**src/rtl/dec_scan_seq.sv**
```systemverilog
// Scan sequencer for a downstream 3-to-8 decoder: walks channel codes with a per-channel dwell.
// Optional macro DEC_SCAN_SKIP_EN: visit only mask-enabled channels, with en held high.
module dec_scan_seq #(
    parameter int unsigned DWELL_W = 4
) (
    input  logic               clk,
    input  logic               rst_n,
    input  logic               start,
    input  logic               stop,
    input  logic               cont,
    input  logic [7:0]         mask,
    input  logic [DWELL_W-1:0] dwell,
    output logic               a,
    output logic               b,
    output logic               c,
    output logic               en,
    output logic               busy,
    output logic               done
);

    typedef enum logic {StIdle, StScan} state_e;

    state_e             state_q, state_d;
    logic [2:0]         ch_q, ch_d;
    logic [DWELL_W-1:0] cnt_q, cnt_d;
    logic [DWELL_W-1:0] dwell_q, dwell_d;
    logic [7:0]         mask_q, mask_d;
    logic               cont_q, cont_d;
    logic               en_q, en_d;
    logic               done_q, done_d;

    logic [2:0]         first_ch, next_ch;
    logic               first_en, next_en, last_ch;

`ifdef DEC_SCAN_SKIP_EN
    logic [7:0] first_src;
    logic       found_first, found_next;

    // First channel comes from the live mask at start, from the captured mask on wrap.
    always_comb begin
        first_src   = (state_q == StIdle) ? mask : mask_q;
        first_ch    = 3'd0;
        next_ch     = ch_q;
        found_first = 1'b0;
        found_next  = 1'b0;
        for (int i = 0; i < 8; i++) begin
            if (first_src[i] && !found_first) begin
                first_ch    = 3'(i);
                found_first = 1'b1;
            end
            if (mask_q[i] && (i > int'(ch_q)) && !found_next) begin
                next_ch    = 3'(i);
                found_next = 1'b1;
            end
        end
        last_ch  = !found_next;
        first_en = 1'b1;
        next_en  = 1'b1;
    end
`else
    always_comb begin
        first_ch = 3'd0;
        next_ch  = ch_q + 3'd1;
        last_ch  = (ch_q == 3'd7);
        first_en = (state_q == StIdle) ? mask[0] : mask_q[0];
        next_en  = mask_q[next_ch];
    end
`endif

    always_comb begin
        state_d = state_q;
        ch_d    = ch_q;
        cnt_d   = cnt_q;
        dwell_d = dwell_q;
        mask_d  = mask_q;
        cont_d  = cont_q;
        en_d    = en_q;
        done_d  = 1'b0;
        unique case (state_q)
            StIdle: begin
                if (start && !stop && (mask != 8'h00)) begin
                    state_d = StScan;
                    mask_d  = mask;
                    dwell_d = dwell;
                    cont_d  = cont;
                    ch_d    = first_ch;
                    cnt_d   = dwell;
                    en_d    = first_en;
                end
            end
            StScan: begin
                if (stop) begin
                    state_d = StIdle;
                    ch_d    = 3'd0;
                    cnt_d   = '0;
                    en_d    = 1'b0;
                end else if (cnt_q != '0) begin
                    cnt_d = cnt_q - DWELL_W'(1);
                end else if (!last_ch) begin
                    ch_d  = next_ch;
                    cnt_d = dwell_q;
                    en_d  = next_en;
                end else begin
                    done_d = 1'b1;
                    if (cont_q) begin
                        ch_d  = first_ch;
                        cnt_d = dwell_q;
                        en_d  = first_en;
                    end else begin
                        state_d = StIdle;
                        ch_d    = 3'd0;
                        cnt_d   = '0;
                        en_d    = 1'b0;
                    end
                end
            end
            default: state_d = StIdle;
        endcase
    end

    always_ff @(posedge clk or negedge rst_n) begin
        if (!rst_n) begin
            state_q <= StIdle;
            ch_q    <= 3'd0;
            cnt_q   <= '0;
            dwell_q <= '0;
            mask_q  <= 8'h00;
            cont_q  <= 1'b0;
            en_q    <= 1'b0;
            done_q  <= 1'b0;
        end else begin
            state_q <= state_d;
            ch_q    <= ch_d;
            cnt_q   <= cnt_d;
            dwell_q <= dwell_d;
            mask_q  <= mask_d;
            cont_q  <= cont_d;
            en_q    <= en_d;
            done_q  <= done_d;
        end
    end

    assign {a, b, c} = ch_q;
    assign en        = en_q;
    assign busy      = (state_q == StScan);
    assign done      = done_q;

endmodule

```
**config.mk**
```make
export PLATFORM = sky130hd
export DESIGN_NAME = dec_scan_seq
export DESIGN_NICKNAME = d
export VERILOG_FILES = /design/src/rtl/dec_scan_seq.sv
export SDC_FILE = /design/constraint.sdc
export NUM_CORES = 1
export LEC_CHECK = 0
export CAP_MARGIN = 20
export CORE_MARGIN = 4
export CORE_UTILIZATION = 26
export CTS_CLUSTER_DIAMETER = 30
export DETAILED_ROUTE_END_ITERATION = 12
export PLACE_DENSITY = 0.41
export SYNTH_ARGS = -nofsm -noshare
export SYNTH_HDL_FRONTEND = slang
export SYNTH_SLANG_ARGS = --single-unit
```
**constraint.sdc**
```tcl
create_clock -name clk -period 6.7 [get_ports clk]
set_clock_uncertainty 0.2 [all_clocks]
set_input_delay 2.01 -clock clk [delete_from_list [all_inputs] [get_ports clk]]
set_output_delay 2.01 -clock clk [all_outputs]
set_load 0.01 [all_outputs]
```
; Yosys cells after proc, flatten, opt, wreduce, memory -nomap -nowiden
; Index checks and enable logic that the tools add are counted.
[classes]
order_cmp = 1
addsub = 2
n_eq_ne = 3
reduce_logical = 7
mux = 30
bitwise = 1
[ops]
columns = op, n
row1 = $mux W4, 5
row2 = $mux W1, 16
row3 = $mux W3, 4
row4 = $pmux W4 S2, 1
row5 = $reduce_bool A8 Y1, 1
row6 = $pmux W3 S2, 1
row7 = $lt A3 B4 Y1 const B, 1
row8 = $pmux W1 S2, 2
row9 = $reduce_and A2 Y1, 2
row10 = $reduce_bool A4 Y1, 1
row11 = $sub A4 B1 Y4 const B, 1
row12 = $add A3 B1 Y3 const B, 1
row13 = $bmux W1 S3, 1
row14 = $eq A3 B3 Y1 const B, 1
row15 = $ne A3 B3 Y1 const B, 1
row16 = $logic_and A1 B1 Y1, 2
row17 = $ne A2 B1 Y1 const B, 1
row18 = $logic_not A1 Y1, 1
row19 = $not A1 Y1, 1
[word_totals]
elab_cells = 52
register_bits = 23
output_inout_bits = 6
in_bits = 17

; Depth between registers and ports, before layout
[logic_depth]
ltp_word = 7
depth_mapped = 7
ltp_nobuf = 6

; Worst setup path before layout
; No wires, ideal clock.
[synth_path]
path_kind = input to register
start = in stop
end = reg ch_q[1]
path_stages = 4
required_ns = 6.375
path_buffers = 0
setup_time_ns = 0.125
t_arrival_ns = 3.012
setup_slack_ns = 3.363
cell_sequence = nand2b_4 a211oi_4 nand2b_4 mux2_4
[synth_between]
elab_chain_cells = 5
word_cells_on_any_way = 8
cone_classes = 2 x eq/ne / 2 x mux / 4 x reduce/logical
[synth_rtl]
columns = element, line
row1 = "start, declared", 9  ; input logic stop,
row2 = $logic_not A1 Y1, 81  ; if (start && !stop && (mask != 8'h00)) begin
row3 = $logic_and A1 B1 Y1 (2 in a row), 81
row4 = $ne A2 B1 Y1 (no line), -
row5 = $reduce_and A2 Y1 (no line), -
row6 = "end signal, assigned", 133  ; ch_q <= ch_d;
row7 = "end, declared", 24  ; logic [2:0] ch_q, ch_d;
; Parallel ways exist; a longest one is shown, timed or not.
; A chain may end at the register's enable or synchronous reset.

; Final worst setup path
; Ends and elaborated chain as after synthesis.

==> run metrics <==
Synth warnings=0; Inserted Diodes=0; number of levels the H-tree was split into=1; period utilisation layout=0.613; clock root cell=sky130_fd_sc_hd__clkbuf_8; CTS tree=done; Port Buffers=22; number of pins exceeding their max-slew limit in the final report=0; Final Power=410 uW; post-synth cell types=31; via/cell ratio=4.36; sequential cell area=576 um^2; class of the most critical setup path=primary input to register; register clock-pin slew on the reported worst setup and hold paths=0.08 ns; antenna violations before repair=0; Leakage Power=0.662 nW; ratio of cells with drive above 1 in the final layout=0.200; starting density of the core=0.268; number of nets in the layout=147; DRT Wirelength=2710 um; number of post-CTS setup repair buffers=0; clk sinks=23; shortest period the worst path allows=4.10 ns; Worst path most repeated cell=sky130_fd_sc_hd__nand2b_4; total number of vias=837; maximum resistive drop on vdd=0.0801 mV; Primary FF master, synth=sky130_fd_sc_hd__dfrtp_1; placed wire-length estimate=2090 um; # rows=25; pin count of the biggest net entering global routing=18; worst hold path type=register to register; CP max FO=17; buffers from clock root to sink, at most=2; Post-synth ARST share=1.00; arrival time of data at the critical path endpoint=4.06 ns; DRC violations left=0; maximum achievable frequency=0.244 GHz; Clock Latency Late Sink=0.26 ns; Cell Count, Final, Fillers Out=192; delay of the slowest cell on the worst path=0.79 ns; chip width=77.8 um; number of global-route vias before repair=933; sequential fraction of the synthesis area=0.455; count of fill cells added during filler insertion=465; footprint of the multi-input gates=636 um^2; number of flops mapped to enable cells by yosys=0; number of synthesized register bits=23; total nets after synthesis=121; Rel. slew slack=0.370; critical-path cell with the highest stage delay=sky130_fd_sc_hd__a211oi_4; summed negative setup slack over all endpoints=0 ns; post_cts resized=0; run status=finished clean; number of placed instances with taps included=188; count of endpoints failing hold in the final timing report=0; Bufs and invs on worst path=1; mapped cell area=0.00126 mm^2; Die Outline Area=0.00605 mm^2; cell-by-cell listing of the critical path=clkdlybuf4s50_1 -> nand2b_4 -> a211oi_4 -> nand2b_4 -> mux2_4; core area=0.00472 mm^2; Worst Setup Start Kind=primary input; die outline height=77.8 um; first-pass GRT wire length=4770 um; gate count of the mapped netlist=100; type of element capturing the critical path=register; violation count after the first detailed-route iteration=58; Maximum Capacitance Violations=0; per-cell routed wire length=14.1 um; cell area power density=253 mW/mm^2; pin slew with the least headroom to its limit=0.941 ns; number of buffers created by CTS=3; routability congestion estimate from global placement=0.710; detailed-routing iteration count for the pre-antenna-repair pass=4; Area growth syn-to-layout=28.2%; GRT Residual Overflow=0; overall global routing resource usage=0.101; hold-fix buffer count after cts=0; CP required=6.65 ns; Top Family by Delay on Critical Path=compound AO/OA/AOI/OAI gates; number of top-level design ports=23; setup-violating endpoint count in the final report=0; minimum setup slack among reg-to-reg paths=4.37 ns; Post-Syn Area per Cell=12.6 um^2; setup repair after global routing missed its margin=no; number of routed nets with antenna violations=0
final timing paths:
check	startpoint	end	cells past startpoint
max in group asynchronous	rst_n	cnt_q[1]	2
max	stop	ch_q[1]	5
min reg2reg	mask_q[2]	mask_q[2]	1
min	mask_q[2]	mask_q[2]	1
max reg2reg	ch_q[0]	en	6
min in group asynchronous	rst_n	ch_q[0]	1
cells by family after synthesis:
family                     share of synthesized area
buffers and inverters                         0.0425
adders and majority gates                     0.0396
muxes                                          0.207
DFF                                            0.455
xor gates and xnor gates                     0.00693
and+or+nand+nor                                0.133
AOI/OAI and AO/OA                              0.117
cells in the final DEF (no fill, tap or decap), drive strengths merged:
cell,Yosys,layout
a211o,1,1
a211oi,1,1
a21oi,4,4
a31o,1,1
a31oi,4,4
and3,1,1
buf,3,2
clkbuf,0,4
clkdlybuf4s50,0,22
dfrtp,23,23
ha,4,4
inv,7,7
mux2,13,13
mux2i,4,4
mux4,2,2
nand2,4,4
nand2b,4,4
nand3,2,2
nor2,3,3
nor2b,1,1
nor3b,3,3
nor4,2,2
o21ai,5,5
o22ai,3,3
o31ai,1,1
o32a,1,1
or2b,1,1
or3,1,1
xnor2,1,1
flip-flops by register name (all words and copies together), names as in the netlist:
name	flops
en	1
mask_q	8
busy	1
cont_q	1
cnt_q	4
dwell_q	4
done	1
ch_q	3
stage by stage:
stage / cell area, um^2 / hold slack [ns] / worst slack [ns] / util
floorplan: 1260 / 0.272 / 3.36 / -
global placement: 1550 / 0.299 / 2.30 / 0.328
detailed placement: 1580 / 0.292 / 2.30 / 0.334
CTS: 1620 / 0.317 / 2.59 / 0.343
global route: 1620 / 0.340 / 2.51 / 0.343
finish: 1620 / 0.309 / 2.60 / 0.343
where the power goes:
group	leakage, nW	internal [mW]	switching [mW]
sequential	0.283	0.168	0.0254
combinational	0.356	0.0771	0.0543
clock	0.0228	0.0424	0.0431
total	0.662	0.287	0.123
cells in the mapped netlist, types with 2 or more instances:
| master | count | area share |
|---|---|---|
| sky130_fd_sc_hd__nor4_4 | 2 | 0.034 |
| sky130_fd_sc_hd__nor2_1 | 3 | 0.0089 |
| sky130_fd_sc_hd__inv_1 | 7 | 0.021 |
| sky130_fd_sc_hd__a21oi_1 | 4 | 0.016 |
| sky130_fd_sc_hd__a31oi_1 | 4 | 0.020 |
| sky130_fd_sc_hd__nand2b_1 | 2 | 0.0099 |
| sky130_fd_sc_hd__nand2b_4 | 2 | 0.022 |
| sky130_fd_sc_hd__mux2_4 | 6 | 0.071 |
| sky130_fd_sc_hd__mux2i_1 | 4 | 0.032 |
| sky130_fd_sc_hd__buf_6 | 2 | 0.018 |
| sky130_fd_sc_hd__mux4_1 | 2 | 0.042 |
| sky130_fd_sc_hd__nand3_1 | 2 | 0.0079 |
| sky130_fd_sc_hd__o22ai_1 | 3 | 0.015 |
| sky130_fd_sc_hd__nand2_1 | 4 | 0.012 |
| sky130_fd_sc_hd__o21ai_0 | 4 | 0.016 |
| sky130_fd_sc_hd__dfrtp_1 | 23 | 0.45 |
| sky130_fd_sc_hd__nor3b_1 | 3 | 0.018 |
| sky130_fd_sc_hd__mux2_2 | 7 | 0.062 |
| sky130_fd_sc_hd__ha_1 | 4 | 0.040 |
cell type report:
class / count / share of cell area
multi-input cells: 67 / 0.392
repair buffers: 24 / 0.157
well taps: 67 / 0.0517
inverters: 7 / 0.0162
clock buffers: 4 / 0.0278
flip-flops and latches: 23 / 0.355
metal layers:
layer	up-vias	track usage	part of all wire
li1	417	-	-
met1	400	0.142	0.51
met2	18	0.151	0.44
met3	2	0.0209	0.030
met4	0	0.0427	0.013
met5	-	0	0
(Power assumes the default switching activity.)
